==> config.mk <==
export PLATFORM = sky130hd
export DESIGN_NAME = bram_port_arbiter
export DESIGN_NICKNAME = d
export VERILOG_FILES = /design/src/rtl/bram_arb_pkg.sv /design/src/rtl/bram_rsp_tag_pipe.sv /design/src/rtl/bram_port_arbiter.sv
export SDC_FILE = /design/constraint.sdc
export NUM_CORES = 1
export LEC_CHECK = 0
export CORE_MARGIN = 2
export CORE_UTILIZATION = 33
export DETAILED_ROUTE_END_ITERATION = 7
export GPL_ROUTABILITY_DRIVEN = 0
export PLACE_DENSITY = 0.74
export SKIP_CTS_REPAIR_TIMING = 1
export SLEW_MARGIN = 20
export SYNTH_ARGS = -nofsm -noshare
export SYNTH_HDL_FRONTEND = slang
export SYNTH_HIERARCHICAL = 1
export SYNTH_SLANG_ARGS = --single-unit
==> constraint.sdc <==
create_clock -name clk_in -period 1.6 [get_ports clk_in]
set_input_delay 0.16 -clock clk_in [delete_from_list [all_inputs] [get_ports clk_in]]
set_output_delay 0.16 -clock clk_in [all_outputs]
set_load 0.02 [all_outputs]
==> src/rtl/bram_arb_pkg.sv <==
// Shared types for the audio BRAM port-B arbiter: FSM states, requester ids
// and the response tag that follows each issued beat.
package bram_arb_pkg;

  typedef enum logic [1:0] {
    IDLE = 2'd0,
    GNT0 = 2'd1,
    GNT1 = 2'd2
  } arb_state_e;

  localparam logic REQ_CODEC = 1'b0;
  localparam logic REQ_DEBUG = 1'b1;

  typedef struct packed {
    logic valid;
    logic id;
  } rsp_tag_t;

endpackage

==> src/rtl/bram_rsp_tag_pipe.sv <==
// Delay line carrying the {valid, id} tag of every issued beat until its read
// data leaves the BRAM, so the top level can steer rsp_rdata to its owner.
module bram_rsp_tag_pipe
  import bram_arb_pkg::*;
#(
  parameter int DEPTH = 2
) (
  input  logic     clk_in,
  input  logic     rst_n,
  input  rsp_tag_t push_tag,
  output rsp_tag_t tail_tag,
  output logic     any_valid
);

  rsp_tag_t [DEPTH-1:0] stage_q;
  rsp_tag_t [DEPTH-1:0] stage_d;

  // NOTE: every signal written here gets a default first, so no path can infer a latch.
  always_comb begin
    stage_d    = stage_q;
    stage_d[0] = push_tag;
    for (int i = 1; i < DEPTH; i++) stage_d[i] = stage_q[i-1];
    any_valid = 1'b0;
    for (int i = 0; i < DEPTH; i++) any_valid = any_valid | stage_q[i].valid;
  end

  assign tail_tag = stage_q[DEPTH-1];

  // NOTE: this tag array is reset, unlike a data RAM: a stale valid bit would emit a response after reset.
  always_ff @(posedge clk_in or negedge rst_n) begin
    // NOTE: sequential state is updated with non-blocking assignments only.
    if (!rst_n) stage_q <= '0;
    else        stage_q <= stage_d;
  end

endmodule

==> src/rtl/bram_port_arbiter.sv <==
// Round-robin burst arbiter sharing BRAM port B between the compression engine
// (requester 0) and the debug dump reader (requester 1), with tagged read returns.
module bram_port_arbiter
  import bram_arb_pkg::*;
#(
  parameter int ADDR_W       = 32,
  parameter int DATA_W       = 32,
  parameter int RD_LATENCY   = 1,
  parameter int MAX_BURST    = 16,
  parameter int HOLD_TIMEOUT = 8
) (
  input  logic                clk_in,
  input  logic                rst_n,
  input  logic                req0_valid,
  input  logic [DATA_W/8-1:0] req0_we,
  input  logic [ADDR_W-1:0]   req0_addr,
  input  logic [DATA_W-1:0]   req0_wdata,
  input  logic                req0_last,
  output logic                req0_ready,
  input  logic                req1_valid,
  input  logic [DATA_W/8-1:0] req1_we,
  input  logic [ADDR_W-1:0]   req1_addr,
  input  logic [DATA_W-1:0]   req1_wdata,
  input  logic                req1_last,
  output logic                req1_ready,
  output logic                rsp0_valid,
  output logic                rsp1_valid,
  output logic [DATA_W-1:0]   rsp_rdata,
  input  logic [DATA_W-1:0]   doutb,
  output logic                rstb,
  output logic                enb,
  output logic [DATA_W/8-1:0] web,
  output logic [ADDR_W-1:0]   addrb,
  output logic [DATA_W-1:0]   dinb,
  output logic [1:0]          grant,
  output logic                busy
);

  localparam int BE_W   = DATA_W / 8;
  localparam int BCNT_W = $clog2(MAX_BURST + 1);
  localparam int ICNT_W = $clog2(HOLD_TIMEOUT + 1);

  arb_state_e        state_q, state_d;
  logic              rr_q, rr_d;
  logic [BCNT_W-1:0] beat_cnt_q, beat_cnt_d;
  logic [ICNT_W-1:0] idle_cnt_q, idle_cnt_d;
  logic              enb_q, enb_d;
  logic [BE_W-1:0]   web_q, web_d;
  logic [ADDR_W-1:0] addrb_q, addrb_d;
  logic [DATA_W-1:0] dinb_q, dinb_d;
  logic              rsp0_valid_q, rsp0_valid_d;
  logic              rsp1_valid_q, rsp1_valid_d;

  logic              owner;
  logic              sel_valid, sel_last, accept, drop_grant;
  logic [BE_W-1:0]   sel_we;
  logic [ADDR_W-1:0] sel_addr;
  logic [DATA_W-1:0] sel_wdata;
  rsp_tag_t          push_tag, tail_tag;
  logic              pipe_busy;

  always_comb begin
    owner     = (state_q == GNT1);
    sel_valid = owner ? req1_valid : req0_valid;
    sel_last  = owner ? req1_last  : req0_last;
    sel_we    = owner ? req1_we    : req0_we;
    sel_addr  = owner ? req1_addr  : req0_addr;
    sel_wdata = owner ? req1_wdata : req0_wdata;
    accept    = (state_q != IDLE) && sel_valid;

    state_d    = state_q;
    rr_d       = rr_q;
    beat_cnt_d = beat_cnt_q;
    idle_cnt_d = idle_cnt_q;
    drop_grant = 1'b0;

    // Port pins are registered; address and write data hold between beats.
    enb_d   = accept;
    web_d   = accept ? sel_we : '0;
    addrb_d = accept ? (sel_addr & ~ADDR_W'(3)) : addrb_q;
    dinb_d  = accept ? sel_wdata : dinb_q;

    push_tag = '{valid: accept && (sel_we == '0), id: owner};

    case (state_q)
      IDLE: begin
        beat_cnt_d = '0;
        idle_cnt_d = '0;
        if (req0_valid && req1_valid) state_d = rr_q ? GNT1 : GNT0;
        else if (req0_valid)          state_d = GNT0;
        else if (req1_valid)          state_d = GNT1;
      end
      default: begin
        if (accept) begin
          beat_cnt_d = beat_cnt_q + BCNT_W'(1);
          idle_cnt_d = '0;
          drop_grant = sel_last || (beat_cnt_d == BCNT_W'(MAX_BURST));
        end else begin
          idle_cnt_d = idle_cnt_q + ICNT_W'(1);
          drop_grant = (idle_cnt_d == ICNT_W'(HOLD_TIMEOUT));
        end
        if (drop_grant) begin
          state_d = IDLE;
          rr_d    = ~owner;
        end
      end
    endcase

    rsp0_valid_d = tail_tag.valid && (tail_tag.id == REQ_CODEC);
    rsp1_valid_d = tail_tag.valid && (tail_tag.id == REQ_DEBUG);
  end

  always_ff @(posedge clk_in or negedge rst_n) begin
    if (!rst_n) begin
      state_q      <= IDLE;
      rr_q         <= REQ_CODEC;
      beat_cnt_q   <= '0;
      idle_cnt_q   <= '0;
      enb_q        <= 1'b0;
      web_q        <= '0;
      addrb_q      <= '0;
      dinb_q       <= '0;
      rsp0_valid_q <= 1'b0;
      rsp1_valid_q <= 1'b0;
    end else begin
      state_q      <= state_d;
      rr_q         <= rr_d;
      beat_cnt_q   <= beat_cnt_d;
      idle_cnt_q   <= idle_cnt_d;
      enb_q        <= enb_d;
      web_q        <= web_d;
      addrb_q      <= addrb_d;
      dinb_q       <= dinb_d;
      rsp0_valid_q <= rsp0_valid_d;
      rsp1_valid_q <= rsp1_valid_d;
    end
  end

  // The extra register after the tail lines the response up with doutb.
  bram_rsp_tag_pipe #(
    .DEPTH(RD_LATENCY + 1)
  ) u_tag_pipe (
    .clk_in   (clk_in),
    .rst_n    (rst_n),
    .push_tag (push_tag),
    .tail_tag (tail_tag),
    .any_valid(pipe_busy)
  );

  assign req0_ready = (state_q == GNT0);
  assign req1_ready = (state_q == GNT1);
  assign grant      = {state_q == GNT1, state_q == GNT0};
  assign busy       = (state_q != IDLE) || pipe_busy;
  assign rstb       = 1'b0;
  assign enb        = enb_q;
  assign web        = web_q;
  assign addrb      = addrb_q;
  assign dinb       = dinb_q;
  assign rsp0_valid = rsp0_valid_q;
  assign rsp1_valid = rsp1_valid_q;
  assign rsp_rdata  = doutb;

endmodule

# Yosys cells after proc, flatten, opt, wreduce, memory -nomap -nowiden
# Index checks and enable logic that the tools add are counted.
# word_totals
romBits,0
n_memories,0
output_inout_bits,109
ff_bits,85
latchBits,0
mem_bits_rw,0
# op_classes
bitwise,4
multipliers,0
mux,18
div_mod_pow,0
n_eq_ne,5
n_reduce_logical,14
n_shift,0
n_lt_le_gt_ge,0
n_addsub,2
# op_table
operator,count
$mux W32,2
$mux W4,4
$mux W2,6
$mux W5,2
$reduce_bool A2 Y1,3
$add A5 B1 Y5 const B,1
$eq A5 B5 Y1 const B,1
$logic_and A1 B1 Y1,5
$add A4 B1 Y4 const B,1
$eq A4 B4 Y1 const B,1
$logic_not A4 Y1,1
$mux W1,4
$ne A4 B4 Y1 const B,1
$reduce_and A2 Y1,2
$not A1 Y1,3
$eq A2 B1 Y1 const B,1
$eq A2 B2 Y1 const B,1
$logic_not A2 Y1,1
$logic_or A1 B1 Y1,2
$or A1 B1 Y1,1

# Logic depth before layout (Yosys ltp)
# depth
ltp_word,7
mapped_depth,8

# By module
# The synthesis kept the hierarchy.
# modules_own_cells
module,n_inst,area_each_um2,cells_each,seq_area_each_um2
bram_port_arbiter,1,4342.9,468,2026.9
bram_rsp_tag_pipe,1,106.4,5,100.1

# Worst setup path before layout
# No wires, ideal clock.
# synth_path
path_type,reg2reg
from,register idle_cnt_q[0]
to,register rr_q
t_required_ps,1472
path_slack_ps,20
t_arrival_ps,1452
n_path_buf,0
synth_period_minus_slack_ps,1580
stages_incl_launch_ff,7
cell_sequence,dfrtp_1 > ha_1 > xnor2_1 > o211ai_1 > nor2_1 > o21ai_0 > mux2_1
# synth_via
elab_chain_len,5
# synth_lines
element,line_no,rtl
"start, declared",bram_port_arbiter.sv:46,"logic [ICNT_W-1:0] idle_cnt_q, idle_cnt_d;"
"start signal, assigned",bram_port_arbiter.sv:129,idle_cnt_q <= idle_cnt_d;
$add A4 B1 Y4,bram_port_arbiter.sv:99,idle_cnt_d = idle_cnt_q + ICNT_W'(1);
$eq A4 B4 Y1,bram_port_arbiter.sv:100,drop_grant = (idle_cnt_d == ICNT_W'(HOLD_TIMEOUT));
$mux W1,bram_port_arbiter.sv:94,if (accept) begin
$mux W1,bram_port_arbiter.sv:85,case (state_q)
$reduce_and A2 Y1 (no source line),n/a,
"end signal, assigned",bram_port_arbiter.sv:127,rr_q <= rr_d;
"end, declared",bram_port_arbiter.sv:44,"logic rr_q, rr_d;"
# No other way between the ends. The select of a mux whose other input is x is not followed.
# A chain may end at the register's enable or synchronous reset.

# Final worst setup path
# layout_path
from,"register u_tag_pipe.stage_q, in the netlist u_tag_pipe/tail_tag[1]"
to,output busy
# layout_via
elab_chain_len,2
# layout_lines
element,line_no,rtl
"start, declared",bram_rsp_tag_pipe.sv:15,rsp_tag_t [DEPTH-1:0] stage_q;
"start signal, assigned",bram_rsp_tag_pipe.sv:33,else stage_q <= stage_d;
$or A1 B1 Y1,bram_rsp_tag_pipe.sv:24,for (int i = 0; i < DEPTH; i++) any_valid = any_valid | stage_q[i].valid;
named net pipe_busy,bram_port_arbiter.sv:60,logic pipe_busy;
$logic_or A1 B1 Y1,bram_port_arbiter.sv:153,assign busy = (state_q != IDLE) || pipe_busy;
"end, declared",bram_port_arbiter.sv:36,output logic busy
# The timed path passes the listed nets, and every way through them passes these cells.

==> impl_results.md <==
- H-tree depth: 3
- PD cells: 1912 nW/µm²
- # diodes: 0
- Layout cell share with drive strength beyond 1: 13.85%
- Post-route ant nets: 0
- Max VDD drop: 1.458 mV
- Critical path endpoint: busy
- Initial DRC count: 198
- FF-to-FF End: state_q[1]
- DR DRC count: 0
- Clk_lat worst skew: 0.34 ns
- Fmax achieved: 631.1 MHz
- Sequential area share after synthesis: 47.81%
- Drt wl/cell: 16.45 µm
- Count of final setup violators: 0
- Vias in the first global route: 3892
- Post-synth ARST share: 100.0%
- Die W: 120.1 µm
- Max Transition Viols Final: 0
- Mapped cell area: 4449 µm²
- Crit end category: primary output
- Kind of critical path: reg -> out
- Fin crit share: 99.03%
- Number of vias per cell: 4.858
- First-pass GRT wire length: 19.87 mm
- Syn avg cell area: 9.406 µm²
- Final wirelength: 13.71 mm
- RR Startpoint: idle_cnt_q[1]
- Root buffer selected by CTS: clkbuf_16
- Die area: 14430 µm²
- Largest net degree at the start of global routing: 69
- Pleak: 2.804 nW
- GRT Overall Usage: 17.76%
- Final Hold Fails: 0
- Commonest non-fill, non-tap cell in the layout: clkdlybuf4s50_1
- Placed Area: 6416 µm²
- Reg-to-reg slack, setup: 0.05 ns
- Clock transition at the registers of the reported paths: 0.06 ns
- Synth-to-layout area growth: 53.09%
- Fin Setup TNS: 0 ns
- Status: finished, final reports clean
- Syn Inst Count: 473
- Setup Skew: 0.006259 ns
- WP data required: 1.44 ns
- IO Port Bufs: 211
- Worst Hold Class: in -> async
- Post-Layout Inst Area: 6812 µm²
- EDFF count, synth: 0
- Max Cap Violations: 0
- Fin cells: 833
- Startpoint types: flop
- Ports: 283
- FF/Latch Area: 2128 µm²
- Post-DP HPWL: 9.446 mm
- Most common flop cell mapped by yosys: dfrtp_1
- Most frequent cells in the layout: clkdlybuf4s50_1 (205), nand2_1 (139), dfrtp_1 (84)
- CTS Buf Count: 9
- Fillers: 1198
- Max clock buf depth: 2
- Crit. Startpoint: u_tag_pipe/tail_tag[1]
- Initial Util: 33.73%
- Initial antenna violation count: 0
- Netlist cell types: 39
- TritonRoute pass-1 iters: 5
- RSZ-0062 raised after global routing: yes
- Row count: 42
- Clock Sinks: 85
- Layout net count: 829
- Area occupied by multi-input gates: 1802 µm²
- Worst Path Arrival: 1.42 ns
- Total core area: 13190 µm²
- Worst reg-to-reg path cell count: 7
- Yosys reg bits: 85
- CTS tree: built
- Die Y: 120.1 µm
- Min Tclk post-route: 1.584 ns
- Total gr overflow: 0
- CP Max Fanout: 2
- Via count: 4047
- Placed cell count: 813
- Yosys Warn Count: 6
[worst min path at each step]
stage                     start        end
after floorplan           rst_n  addrb[10]
after global routing      rst_n   dinb[25]
after detailed placement  rst_n   dinb[24]
after CTS                 rst_n   dinb[24]
final                     rst_n   dinb[24]
after global placement    rst_n   dinb[24]
[Yosys cell counts (2+ instances only)]
library cell	number	area [µm²]
buf_2	6	30.03
xor2_1	3	26.28
inv_2	2	7.510
a21oi_1	6	30.03
clkbuf_1	3	11.26
a31oi_1	27	168.9
buf_6	5	56.30
nor2_1	70	262.8
buf_12	3	60.06
and2_1	2	12.51
buf_8	3	45.04
buf_4	46	345.3
nor2b_1	2	12.51
a31oi_2	35	437.9
or3_1	2	12.51
dfrtp_1	85	2127
nand3_1	3	15.01
nand2_1	139	521.8
o21a_4	2	30.03
o21ai_0	6	30.03
ha_1	3	37.54
o211ai_1	2	15.01
nand2_2	2	12.51
[through the flow]
step,hold slack [ns],utilization (%),total power [mW],setup slack (ns)
4_1_cts,-0.2536,50.62,12.83,-0.4021
3_5_place_dp,0.1133,48.64,10.88,-0.1370
2_1_floorplan,-0.1356,-,8.278,0.02016
3_3_place_gp,0.1141,48.64,10.68,-0.04572
5_1_grt,0.3200,51.64,13.90,-0.07692
6_report,0.2885,51.64,13.02,0.01554
[critical path, cell delays in order (launching register included)]
cell	delay, ns
dfrtp_1	0.38
or2_1	0.22
or3_1	0.31
clkbuf_2	0.17
[final cells by class]
class	count	share of cell area, %
Timing Repair Buffer	232	34.97
Sequential cell	85	31.25
Tap cell	176	3.233
Clock inverter	5	0.4041
Multi-Input combinational cell	321	26.45
Inverter	3	0.2755
Clock buffer	11	3.417
[routing by layer]
metal  global-route usage [%]  vias to the layer above  wire [µm]
li1                         -                     1893          -
met1                    19.90                     1931       5312
met2                    30.01                      170       6767
met3                    4.278                       53        965
met4                    11.62                        0        660
met5                        0                        -          0
[state kept, by name, summed over array words and instances (netlist names)]
name and flops:
rsp1_valid 1, u_tag_pipe/tail_tag 2, state_q 2, dinb 32, enb 1, rsp0_valid 1, idle_cnt_q 4, u_tag_pipe/stage_d 2
web 4, rr_q 1, addrb 30, beat_cnt_q 5
[logic make-up after synthesis]
logic type	share of synthesized area (%)
flip-flops	47.81
adder cells (fa/ha/maj)	0.8437
AND/OR/NAND/NOR	19.85
XOR/XNOR	0.7875
buffers and inverters	12.63
other	0.08428
AO/OA/AOI/OAI	17.24
multiplexers	0.7592
[report_power, final]
part | total, mW | internal (mW) | switching [mW] | leakage (nW)
combinational | 7.45 | 3.39 | 4.07 | 1.68
sequential | 3.68 | 3.14 | 0.546 | 0.992
clock | 1.89 | 1.04 | 0.846 | 0.129
Power figures use the tool's default switching activity.
